### src/rtl/pwm_dac_if.sv
// pwm_dac_if: sample request/response and PWM pin bundle between a producer and the DAC.
interface pwm_dac_if #(
  parameter int CODE_WIDTH = 14
);
  logic                  i_en;
  logic [CODE_WIDTH-1:0] i_code;
  logic                  o_next_sample;
  logic                  o_pwm;
  modport master (output i_en, output i_code, input o_next_sample, input o_pwm);
  modport slave  (input i_en, input i_code, output o_next_sample, output o_pwm);
endinterface

### src/rtl/pwm_dac.sv
// pwm_dac: noise-shaped PWM audio DAC; requests one sample per 2^PWM_BITS-cycle window and
// folds the truncated LSBs back into the next sample (first-order error feedback).
module pwm_dac #(
  parameter int CODE_WIDTH = 14,
  parameter int PWM_BITS   = 10
) (
  input logic     clk,
  input logic     rst,
  pwm_dac_if.slave bus
);
  localparam int L  = CODE_WIDTH - PWM_BITS;
  localparam int EL = (L > 0) ? L : 1;
  localparam logic [PWM_BITS-1:0] C_MAX = '1;
  localparam logic [PWM_BITS-1:0] C_REQ = PWM_BITS'((1 << PWM_BITS) - 3);
  logic [PWM_BITS-1:0] r_cnt, r_duty;
  logic [EL-1:0]       r_err;
  logic                r_pwm, r_ns;
  logic [CODE_WIDTH:0] w_sum;
  logic [EL-1:0]       w_err;
  logic                w_latch;
  // r_err never leaves zero when there are no fed-back LSBs, so the add stays harmless.
  always_comb begin
    w_sum   = {1'b0, bus.i_code} + (CODE_WIDTH+1)'(r_err);
    w_err   = (L > 0) ? w_sum[EL-1:0] : '0;
    w_latch = bus.i_en && (r_cnt == C_MAX);
  end
  always_ff @(posedge clk or posedge rst) begin
    if (rst) begin
      r_cnt  <= '0;
      r_duty <= '0;
      r_err  <= '0;
      r_pwm  <= 1'b0;
      r_ns   <= 1'b0;
    end else begin
      r_cnt <= bus.i_en ? r_cnt + PWM_BITS'(1) : '0;
      r_pwm <= bus.i_en && (r_cnt < r_duty);
      r_ns  <= bus.i_en && (r_cnt == C_REQ);
      if (w_latch) begin
        r_duty <= w_sum[CODE_WIDTH] ? C_MAX : w_sum[CODE_WIDTH-1:L];
        r_err  <= w_sum[CODE_WIDTH] ? '0 : w_err;
      end
    end
  end
  assign bus.o_pwm         = r_pwm;
  assign bus.o_next_sample = r_ns;
endmodule

### src/flat_wrapper.sv
// flat-port wrapper written by rule: the top's interface ports become plain ports
module pwm_dac_flat 
#(
  parameter int CODE_WIDTH = 14,
  parameter int PWM_BITS   = 10
)
  (clk, rst, bus_i_en, bus_i_code, bus_o_next_sample, bus_o_pwm);
  pwm_dac_if #(.CODE_WIDTH(CODE_WIDTH)) bus_i ();
  input logic clk;
  input logic rst;
  input wire logic [$bits(bus_i.i_en)-1:0] bus_i_en;
  input wire logic [$bits(bus_i.i_code)-1:0] bus_i_code;
  output wire logic [$bits(bus_i.o_next_sample)-1:0] bus_o_next_sample;
  output wire logic [$bits(bus_i.o_pwm)-1:0] bus_o_pwm;
  assign bus_i.i_en = bus_i_en;
  assign bus_i.i_code = bus_i_code;
  assign bus_o_next_sample = bus_i.o_next_sample;
  assign bus_o_pwm = bus_i.o_pwm;
  pwm_dac #(.CODE_WIDTH(CODE_WIDTH), .PWM_BITS(PWM_BITS)) u_core (.clk(clk), .rst(rst), .bus(bus_i));
endmodule
### config.mk
export PLATFORM = sky130hd
export DESIGN_NAME = pwm_dac_flat
export DESIGN_NICKNAME = d
export VERILOG_FILES = /design/src/rtl/pwm_dac_if.sv /design/src/rtl/pwm_dac.sv /design/src/flat_wrapper.sv
export SDC_FILE = /design/constraint.sdc
export NUM_CORES = 1
export LEC_CHECK = 0
export ABC_AREA = 1
export CORE_ASPECT_RATIO = 0.6
export CORE_MARGIN = 2
export CORE_UTILIZATION = 51
export CTS_CLUSTER_DIAMETER = 60
export DETAILED_ROUTE_END_ITERATION = 6
export PLACE_DENSITY = 0.76
export SYNTH_ARGS = -nofsm -noshare
export SYNTH_HDL_FRONTEND = slang
export SYNTH_SLANG_ARGS = --single-unit
### constraint.sdc
create_clock -name clk -period 1.7 [get_ports clk]
set_input_delay 0.17 -clock clk [delete_from_list [all_inputs] [get_ports clk]]
set_output_delay 0.17 -clock clk [all_outputs]
set_load 0.01 [all_outputs]
## Word-level counts from Yosys, hierarchy flattened

Cells that the tools add are included.

| operators by class | value |
|---|---|
| add/sub/neg operators | 2 |
| order comparisons | 1 |
| equality and inequality tests | 2 |
| muxes and demuxes | 3 |
| reduce and logical (&&, ||, !) cells | 3 |

Operator list:

| kind | number |
|---|---|
| 10-bit equality test, second input constant | 2 |
| 10-bit two-way mux | 2 |
| 14-bit by 4-bit adder with 15-bit output | 1 |
| 10-bit by 1-bit adder with 10-bit output, second input constant | 1 |
| 10-bit less-than comparator | 1 |
| 4-bit two-way mux | 1 |
| 1-bit logical AND | 3 |

| storage, ports and cells | value |
|---|---|
| flip-flop bits (word level) | 26 |
| bits of input ports | 17 |
| output and inout port bits | 2 |
| logic and storage cells | 16 |

## Logic depth before layout (Yosys ltp)

Gate-level depths: netlist of the first run.

| logic depth | value |
|---|---|
| depth after elaboration | 2 |
| gate-level depth with buffers | 11 |
| depth with buffers taken out | 10 |

## Worst setup path before layout of the first run

OpenSTA, ideal clock, no wires.

| timing | value |
|---|---|
| kind | register to register |
| from | reg u_core.r_err[0] |
| to | reg u_core.r_duty[7] |
| setup time | 113 ps |
| data arrival time | 1569 ps |
| data required time | 1587 ps |
| path slack | 18 ps |
| stages on the path, launching flop included | 9 |
| buffers on the path | 0 |
| clock period less this slack | 1682 ps |
| cell sequence | dfrtp_1 ha_1 fa_1 nand2_1 nand2_1 a21oi_4 nand3_1 nand2_1 inv_1 |

| on the way | value |
|---|---|
| cells in the longest elaborated chain, start to end | 2 |

RTL lines:

| what | line | RTL |
|---|---|---|
| start: declaration | pwm_dac.sv:16 | `logic [EL-1:0] r_err;` |
| start signal: assignment | pwm_dac.sv:40 | `r_err <= w_sum[CODE_WIDTH] ? '0 : w_err;` |
| 14-bit by 4-bit adder with 15-bit output | pwm_dac.sv:23 | `w_sum = {1'b0, bus.i_code} + (CODE_WIDTH+1)'(r_err);` |
| 10-bit two-way mux | pwm_dac.sv:39 | `r_duty <= w_sum[CODE_WIDTH] ? C_MAX : w_sum[CODE_WIDTH-1:L];` |
| end signal: assignment | pwm_dac.sv:39 |  |
| end: declaration | pwm_dac.sv:15 | `logic [PWM_BITS-1:0] r_cnt, r_duty;` |

Every way passes these cells.
A chain may end at the register's enable or synchronous reset.

## Final worst setup path of the first run

| timing | value |
|---|---|
| from | reg u_core.r_err[0] |
| to | reg u_core.r_duty[4] |

Same word-level chain as after synthesis.

==> flow_summary_export.csv, run 1 <==
group,metric,value,unit
clocking,cts-root-buf,"clkbuf_8",
timing,tightest_slew,0.330,ns
synth,synth_warnings,0,
floorplanning,fp.dieH,50.6,microns
finish,drive_above_1_share,16.9,%
timing,setup_tns,-0.0423,ns
worst_setup_path,worstSetupStartpointType,"flop",
clocking,cts_buffers,3,
timing,hold_slack,0.254,ns
synth,synth_seq_cells,26,
worst_setup_path,path_cells,"ha_2 > fa_2 > buf_4 > nand3_4 > nand3_4 > nand2_2 > xor2_1 > a21boi_1",
worst_setup_path,worstPathRequired,1.86,ns
timing,hold_viol,0,
finish,layout.nets,342,
timing,clock_skew,0.00234,ns
synth,synthCells,259,
placed_design,port_buffers,18,
synth,ys_seq_area_share,35.2,%
worst_setup_path,critPathMaxFanout,4,
clocking,clock_sink_count,26,
global_route,grt_pass1_wl,8030,microns
synth,postSynthAreaPerCell,7.14,sq um
global_route,grt_max_degree,27,
power,swShare,23.8,%
finish,final_cell_mix,"nand2_1 (72), inv_1 (40), buf_4 (28)",
clocking,cts_tree,"built",
placed_design,place_congestion,0.931,
placed_design,pre_cts_ws,-0.345,ns
route,wire_per_inst,13.5,microns
timing,min_period,1.74,ns
route,drc,0,
route,viasPerCell,5.11,
floorplanning,core_area,0.00336,sq mm
power,switchingPower,0.000289,W
clocking,cts.htree.levels,1,
floorplanning,ios,19,
floorplanning,dieWidth,81.7,microns
worst_setup_path,slowest_delay,0.40,ns
power,p_total,0.00121,W
timing,finalCritPeriodShare,102,%
worst_setup_path,cp_top_family,"adder cells",
synth,netlist_area,0.00185,sq mm
route,vias,1805,
finish,mostFrequentLayoutCell,"nand2_1",
power,p_clk_share,33.1,%
route,final_antenna_net_count,0,
timing,rsz0062_at_grt,"true",
timing,fin_ws,-0.0420,ns
route,first_pass_iters,4,
worst_setup_path,arrival,1.90,ns
synth,synth_cell_types,27,
status,status,"finished with violations",
route,drtIter0Drc,215,
worst_setup_path,crit_type,"flop to flop",
worst_setup_path,cp_num_buf_inv,1,
global_route,antenna_found_initial,0,
floorplanning,dieArea,0.00414,sq mm
floorplanning,start_util,55.0,%
power,leakagePower,1.23,nW
worst_setup_path,crit_top_cell,"nand3_4",
clocking,cts_max_path_buffers,2,
clocking,clock_latency,0.27,ns
global_route,track_usage,26.4,%
placed_design,dpl_cell_area,0.00229,sq mm
status,failed_checks,"setup timing",
worst_setup_path,crit_slowest_cell,"dfrtp_1",
floorplanning,rows,16,
power,pwr-share-seq,52.2,%
power,power.density,503,mW/mm^2
finish,postLayoutCellArea,0.00241,sq mm
worst_setup_path,cp-end-kind,"flop",
timing,finalSetupViolCount,2,
hold_path,hold_path.class,"primary input to asynchronous set/reset pin",
clocking,clk_pin_slew_worst_paths,0.09,ns
finish,antennaDiodeCount,0,
timing,slew-limit-headroom,78.0,%
timing,fmax,0.574,GHz
placed_design,dpl.hpwl,3750,microns
global_route,grt_overflow_total,0,
clocking,holdBufCountCts,0,
timing,drv_slew,0,
synth,synth_nets,292,
global_route,grt_pass1_vias,1669,
power,ir_drop,0.471,mV
finish,area_growth,30.4,%
power,p_int,0.000925,W
power,p_comb_share,14.7,%
route,drt_wl_total,4750,microns
job,cap_viol_max_count,0,
[flip-flops by register name, summed over array words and instances, names as in the netlist]
register	flops
u_core.bus.o_pwm	1
u_core.r_cnt	10
u_core.bus.o_next_sample	1
u_core.r_err	4
u_core.r_duty	10
[metal layers]
metal | track usage, % | vias up | part of all wire [%]
li1 | - | 926 | -
met1 | 43.3 | 825 | 55
met2 | 36.3 | 50 | 38
met3 | 4.86 | 4 | 6.4
met4 | 3.33 | 0 | 0.40
met5 | 0 | - | 0
[tightest hold or removal path: cells and delay by family]
| family | cells | cell delay [ns] |
|---|---|---|
| buffers and inverters | 3 | 0.77 |
[Yosys cell counts, drive strengths merged]
library cell  instances  share of area [%]
ha                   15                 10
a31oi                 2               0.68
a21oi                11                3.6
buf                   2               0.54
nand3b                1               0.41
o21ai                 9                2.4
inv                  41                8.3
nand4                 2               0.68
a21boi                3                1.2
xor2                  1               0.47
nor3                 10                2.7
a31o                  1               0.47
nand2                77                 16
and2                  1               0.34
fa                    1                1.1
o21a                  1               0.41
nand3                22                6.6
xnor2                 4                1.9
nor2                 28                6.6
dfrtp                26                 35
a22oi                 1               0.41
[metrics by stage]
| stage | cells | utilization (%) |
|---|---|---|
| finish | 353 | 71.7 |
| global route | 353 | 71.7 |
| CTS | 352 | 70.2 |
| detailed placement | 348 | 68.0 |
| global placement | 348 | 68.0 |
| floorplan | 259 | - |
[cell families (layout without fill, tap and decap cells)]
| logic type | Yosys count | count (layout) | share of synthesized area [%] |
|---|---|---|---|
| flip-flops | 26 | 26 | 35.2 |
| adder cells (fa/ha/maj) | 16 | 16 | 11.2 |
| AND/OR/NAND/NOR | 141 | 141 | 33.2 |
| XOR/XNOR | 5 | 5 | 2.37 |
| AO/OA/AOI/OAI | 28 | 28 | 9.20 |
| buffers and inverters | 43 | 92 | 8.86 |
[power by group through the flow]
stage	Clock, W	Sequential, W	Combinational (W)
2_1_floorplan	0	0.000646	0.0000640
3_3_place_gp	0	0.000645	0.000173
3_5_place_dp	0	0.000645	0.000171
4_1_cts	0.000412	0.000633	0.000173
5_1_grt	0.000444	0.000634	0.000198
6_report	0.000402	0.000633	0.000178
[path summary, 6_finish.rpt]
| kind | from | end | slack, ns | cells past startpoint |
|---|---|---|---|---|
| hold / removal | rst | u_core.r_duty[9] | 0.25 | 3 |
| min in group clk | u_core.r_err[0] | u_core.r_err[0] | 0.52 | 2 |
| setup reg to reg | u_core.r_err[0] | u_core.r_duty[4] | -0.04 | 8 |
| max in group asynchronous | rst | u_core.r_cnt[2] | 1.20 | 3 |
| setup / recovery | u_core.r_err[0] | u_core.r_duty[4] | -0.04 | 8 |
| hold reg to reg | u_core.r_err[0] | u_core.r_err[0] | 0.52 | 2 |
[layout make-up]
type	count	area, sq um
fill	279	951
inverter	41	154
clock buffer	4	55.1
tap	45	56.3
multi-input combinational	190	1090
timing repair buffer	47	402
sequential	26	651
[timing repair]
item,4_1_cts,5_1_grt
setup buffers,0,1
gates resized for setup,6,11
pin swaps,2,5
setup endpoints to repair,12,13
Note: power is estimated with default switching activity, not from simulation.
==> run 2, diff against run 1 <==
PLACE_DENSITY = not set   (was 0.76)
PLACE_DENSITY_LB_ADDON = 0.08   (was not set)
==> run 2 against run 1 <==
  * The run now ends clean
  * Flip-flop and latch count unchanged
  * Core utilization increased by 0.074 points
  * Global-route usage decreased by 0.60 points
  * Combinational power about the same
  * Register-to-register slack improved by 0.08 ns
  * Count of clock-buffer cells in the layout unchanged
  * Die area unchanged
  * Non-clock buffer count decreased by 4
  * Final cell count decreased by 0.85%
  * Worst hold slack improved by 0.0098 ns
  * Cell area increased by 0.10%
==> flow_summary_export.csv, run 2 (synthesis gave the netlist of run 1 again) <==
group,metric,value,unit
worst_setup_path,crit_type,"flop to flop",
floorplanning,start_util,55.0,%
clocking,cts-root-buf,"clkbuf_8",
clocking,cts_tree,"built",
job,cap_viol_max_count,0,
route,met3_length,341,microns
worst_setup_path,r2r_start,"u_core.r_err[0]",
worst_setup_path,worstSetupStartpointType,"flop",
worst_setup_path,cp-end-kind,"flop",
floorplanning,core_area,0.00336,sq mm
timing,slew-limit-headroom,73.0,%
placed_design,port_buffers,18,
timing,min_period,1.66,ns
worst_setup_path,crit_slowest_cell,"dfrtp_1",
clocking,clk_pin_slew_worst_paths,0.09,ns
worst_setup_path,critPathMaxFanout,4,
global_route,grt_pass1_wl,7940,microns
route,first_pass_iters,4,
worst_setup_path,arrival,1.83,ns
placed_design,dpl.hpwl,3710,microns
floorplanning,ios,19,
global_route,grt_pass1_vias,1671,
worst_setup_path,cp_top_family,"adder cells",
worst_setup_path,crit_cells,8,
finish,layout.nets,339,
hold_path,hold_path.class,"primary input to asynchronous set/reset pin",
route,drt_wl_total,4860,microns
worst_setup_path,crit_top_cell,"nor2_1",
finish,drive_above_1_share,16.7,%
clocking,cts.htree.levels,1,
global_route,grt_max_degree,27,
placed_design,dpl_cell_area,0.00225,sq mm
floorplanning,dieWidth,81.7,microns
finish,mostFrequentLayoutCell,"nand2_1",
clocking,clock_latency,0.27,ns
global_route,antenna_found_initial,0,
floorplanning,rows,16,
floorplanning,fp.dieH,50.6,microns
finish,postLayoutCellArea,0.00241,sq mm
route,drc,0,
timing,clock_skew,0.00285,ns
worst_setup_path,cp_num_buf_inv,0,
finish,final_cell_mix,"nand2_1 (72), inv_1 (40), dfrtp_1 (26)",
timing,hold_viol,0,
worst_setup_path,critPathLaunch,"u_core.r_err[0]",
power,power.density,501,mW/mm^2
route,final_antenna_net_count,0,
power,leakagePower,1.21,nW
timing,rsz0062_at_grt,"true",
finish,area_growth,30.6,%
timing,finalCritPeriodShare,97.7,%
placed_design,place_congestion,0.941,
global_route,track_usage,25.8,%
floorplanning,dieArea,0.00414,sq mm
finish,fillers,260,
finish,antennaDiodeCount,0,
timing,finalSetupViolCount,0,
route,met1_length,2590,microns
timing,setup_tns,0,ns
worst_setup_path,reg2reg_depth,8,
status,status,"finished, final reports clean",
worst_setup_path,path_cells,"ha_4 > fa_2 > nand3_2 > nand3_4 > nand3_1 > o21ai_0 > nor2_1 > nor2_1",
finish,top_regs,"u_core.r_cnt: 10 flops, u_core.r_duty: 10 flops, u_core.r_err: 4 flops",
timing,drv_slew,0,
worst_setup_path,slowest_delay,0.43,ns
route,wire_per_inst,13.9,microns
clocking,cts_buffers,3,
timing,fmax,0.602,GHz
worst_setup_path,worstPathRequired,1.87,ns
route,highest_layer,"met4",
clocking,cts_max_path_buffers,2,
route,drtIter0Drc,202,
global_route,grt_overflow_total,0,
clocking,clock_sink_count,26,
timing,tightest_slew,0.404,ns
route,viasPerCell,5.17,
route,vias,1809,
power,ir_drop,0.369,mV
route,route.met2.wl,1890,microns
run 2: timing repair:
action / CTS / global route
cloned: 1 / 0
resized for setup: 5 / 12
endpoints found under the setup margin: 13 / 14
pin swaps: 5 / 8
hold buffers: 0 / 0
setup buffers: 0 / 2
run 2: final timing paths:
path / endpoint / slack (ns)
min in group clk: u_core.r_duty[6] / 0.52
worst min register to register: u_core.r_duty[6] / 0.52
worst max register to register: u_core.r_duty[8] / 0.04
max in group asynchronous: u_core.r_cnt[2] / 1.18
worst max-delay path: u_core.r_duty[8] / 0.04
worst min-delay path: u_core.bus.o_pwm / 0.26
run 2: per-stage QoR:
step | total power, W | util, % | setup WS [ns] | hold WS, ns | std cells
after global routing | 0.00128 | 71.8 | -0.0262 | 0.335 | 350
after floorplan | 0.000710 | - | 0.0184 | 0.210 | 259
final | 0.00121 | 71.8 | 0.0388 | 0.264 | 350
after global placement | 0.000810 | 66.9 | -0.314 | 0.478 | 343
after detailed placement | 0.000812 | 66.9 | -0.337 | 0.492 | 343
after CTS | 0.00120 | 69.4 | -0.0106 | 0.282 | 348
run 2: routing by layer:
metal	global-route usage, %	vias up
met5	0	-
met4	3.33	0
met3	5.04	4
met2	35.1	53
met1	42.4	830
li1	-	922
run 2: where the power goes:
group	internal (W)	switching, W
Clock	0.000207	0.000192
Sequential	0.000626	0.00000525
Combinational	0.0000879	0.0000906
Total	0.000921	0.000288
run 2: layout make-up:
| cell class | count | area (sq um) | area share (%) |
|---|---|---|---|
| repair buffers | 43 | 368 | 15.2 |
| inverters | 41 | 154 | 6.37 |
| multi-input cells | 191 | 1130 | 46.8 |
| clock buffers | 4 | 55.1 | 2.28 |
| flip-flops and latches | 26 | 651 | 26.9 |
| well taps | 45 | 56.3 | 2.33 |
run 2: worst reg2reg max path, cell delays in order (launching register included):
cell,delay [ns]
dfrtp_1,0.43
ha_4,0.18
fa_2,0.38
nand3_2,0.11
nand3_4,0.10
nand3_1,0.11
o21ai_0,0.09
nor2_1,0.11
nor2_1,0.06
==> run 3, diff against run 2 <==
CORE_UTILIZATION = 45   (was 51)
CTS_BUF_LIST = sky130_fd_sc_hd__clkbuf_2   (was not set)
==> run 3 against run 2 <==
  * The run now ends with setup timing left
  * Combinational power is 6% lower
  * Count of clock-buffer cells in the layout shrank 1
  * Core utilization down 10 points
  * Power down 14%
  * Non-clock buffer count is 5 lower
  * Highest routed layer unchanged
==> flow_summary_export.csv, run 3 (synthesis gave the netlist of run 1 again) <==
group,metric,value,unit
status,status,"finished with violations",
status,failed_checks,"setup timing",
finish,mostFrequentLayoutCell,"nand2_1",
route,wire_per_inst,13.0,microns
timing,tightest_slew,0.330,ns
placed_design,dpl.hpwl,3620,microns
floorplanning,rows,17,
timing,hold_viol,0,
finish,top_regs,"u_core.r_cnt: 10 flops, u_core.r_duty: 10 flops, u_core.r_err: 4 flops",
timing,min_period,1.74,ns
worst_setup_path,cp-end-kind,"flop",
route,vias,1698,
floorplanning,dieWidth,86.8,microns
power,power.density,445,mW/mm^2
route,drc,0,
floorplanning,ios,19,
worst_setup_path,path_cells,"ha_2 > fa_2 > nand2_2 > nand2_4 > a21oi_4 > buf_4 > a22oi_1",
worst_setup_path,reg2reg_depth,7,
floorplanning,dieArea,0.00466,sq mm
global_route,grt_overflow_total,0,
clocking,cts_max_path_buffers,2,
worst_setup_path,worstSetupStartpointType,"flop",
timing,finalSetupViolCount,4,
timing,drv_slew,0,
route,first_pass_iters,4,
hold_path,hold_path.class,"primary input to asynchronous set/reset pin",
route,viasPerCell,4.91,
finish,final_cell_mix,"nand2_1 (68), inv_1 (40), dfrtp_1 (26)",
worst_setup_path,crit_type,"flop to flop",
global_route,grt_pass1_wl,7620,microns
clocking,cts_tree,"built",
timing,fin_ws,-0.0356,ns
worst_setup_path,worstPathRequired,1.96,ns
clocking,cts_buffers,3,
clocking,cts-root-buf,"clkbuf_2",
worst_setup_path,crit_slowest_cell,"dfrtp_1",
finish,layout.nets,333,
timing,clock_skew,0.0135,ns
worst_setup_path,rrSetupSlack,-0.04,ns
clocking,clock_sink_count,26,
finish,postLayoutCellArea,0.00234,sq mm
worst_setup_path,critPathMaxFanout,8,
clocking,clock_latency,0.35,ns
finish,antennaDiodeCount,0,
placed_design,dpl_cell_area,0.00222,sq mm
clocking,cts.htree.levels,1,
worst_setup_path,arrival,2.00,ns
route,drt_wl_total,4520,microns
global_route,grt_pass1_vias,1573,
power,leakagePower,1.17,nW
global_route,grt_max_degree,27,
finish,fillers,369,
global_route,antenna_found_initial,0,
worst_setup_path,slowest_delay,0.45,ns
route,drtIter0Drc,89,
floorplanning,core_area,0.00381,sq mm
finish,drive_above_1_share,16.1,%
clocking,clk_pin_slew_worst_paths,0.25,ns
power,ir_drop,0.343,mV
placed_design,place_congestion,0.849,
timing,finalCritPeriodShare,102,%
timing,rsz0062_at_grt,"true",
global_route,track_usage,22.0,%
floorplanning,fp.dieH,53.7,microns
finish,postLayoutCoreUtil,61.4,%
floorplanning,start_util,48.6,%
timing,hold_slack,0.127,ns
finish,area_growth,26.3,%
placed_design,port_buffers,18,
job,cap_viol_max_count,0,
timing,fmax,0.576,GHz
route,final_antenna_net_count,0,
timing,slew-limit-headroom,78.0,%
run 3: final timing paths:
check                                  from          endpoint
setup / recovery            u_core.r_err[0]  u_core.r_duty[0]
hold / removal                          rst   u_core.r_cnt[8]
setup reg to reg            u_core.r_err[0]  u_core.r_duty[0]
hold reg to reg            u_core.r_duty[6]  u_core.r_duty[6]
max in group asynchronous               rst   u_core.r_cnt[2]
min in group clk             bus_i_code[13]  u_core.r_duty[9]
run 3: report_power, final:
group / total (W) / switching (W) / internal [W]
combinational: 0.000169 / 0.0000854 / 0.0000836
sequential: 0.000635 / 0.00000714 / 0.000628
clock: 0.000235 / 0.000184 / 0.0000511
run 3: area by class of cell:
cell class	instances	area (sq um)	area share [%]
repair buffers	38	334	14.3
inverters	41	154	6.59
well taps	47	58.8	2.52
clock buffers	3	15.0	0.643
clock inverters	1	3.75	0.161
flip-flops and latches	26	651	27.9
multi-input cells	190	1120	47.9
run 3: timing repair:
action,CTS,global route
cloned,0,0
gates resized for setup,6,15
pin swaps,2,5
endpoints found under the hold margin,0,0
buffers inserted,0,1
hold buffers,0,0
setup endpoints to repair,14,14
run 3: routing by layer:
metal	global-route usage, %	part of all wire, %
met5	0	0
met4	2.60	0.22
met3	6.13	6.0
met2	27.6	35
met1	36.7	59
run 3: metrics by stage:
stage / total power [W] / setup slack [ns] / TNS [ns] / cells
2_1_floorplan: 0.000710 / 0.0184 / 0 / 259
3_3_place_gp: 0.000807 / -0.277 / -3.21 / 341
3_5_place_dp: 0.000808 / -0.310 / -3.51 / 341
4_1_cts: 0.00104 / -0.0420 / -0.140 / 345
5_1_grt: 0.00110 / -0.147 / -1.17 / 346
6_report: 0.00104 / -0.0356 / -0.0501 / 346
run 3: worst max-delay path: cells and delay by family, from the launching register on:
kind / cells / cell delay [ns]
AO/OA/AOI/OAI: 2 / 0.31
adder cells (fa/ha/maj): 2 / 0.56
buffers and inverters: 1 / 0.17
flip-flops: 1 / 0.45
AND/OR/NAND/NOR: 2 / 0.17
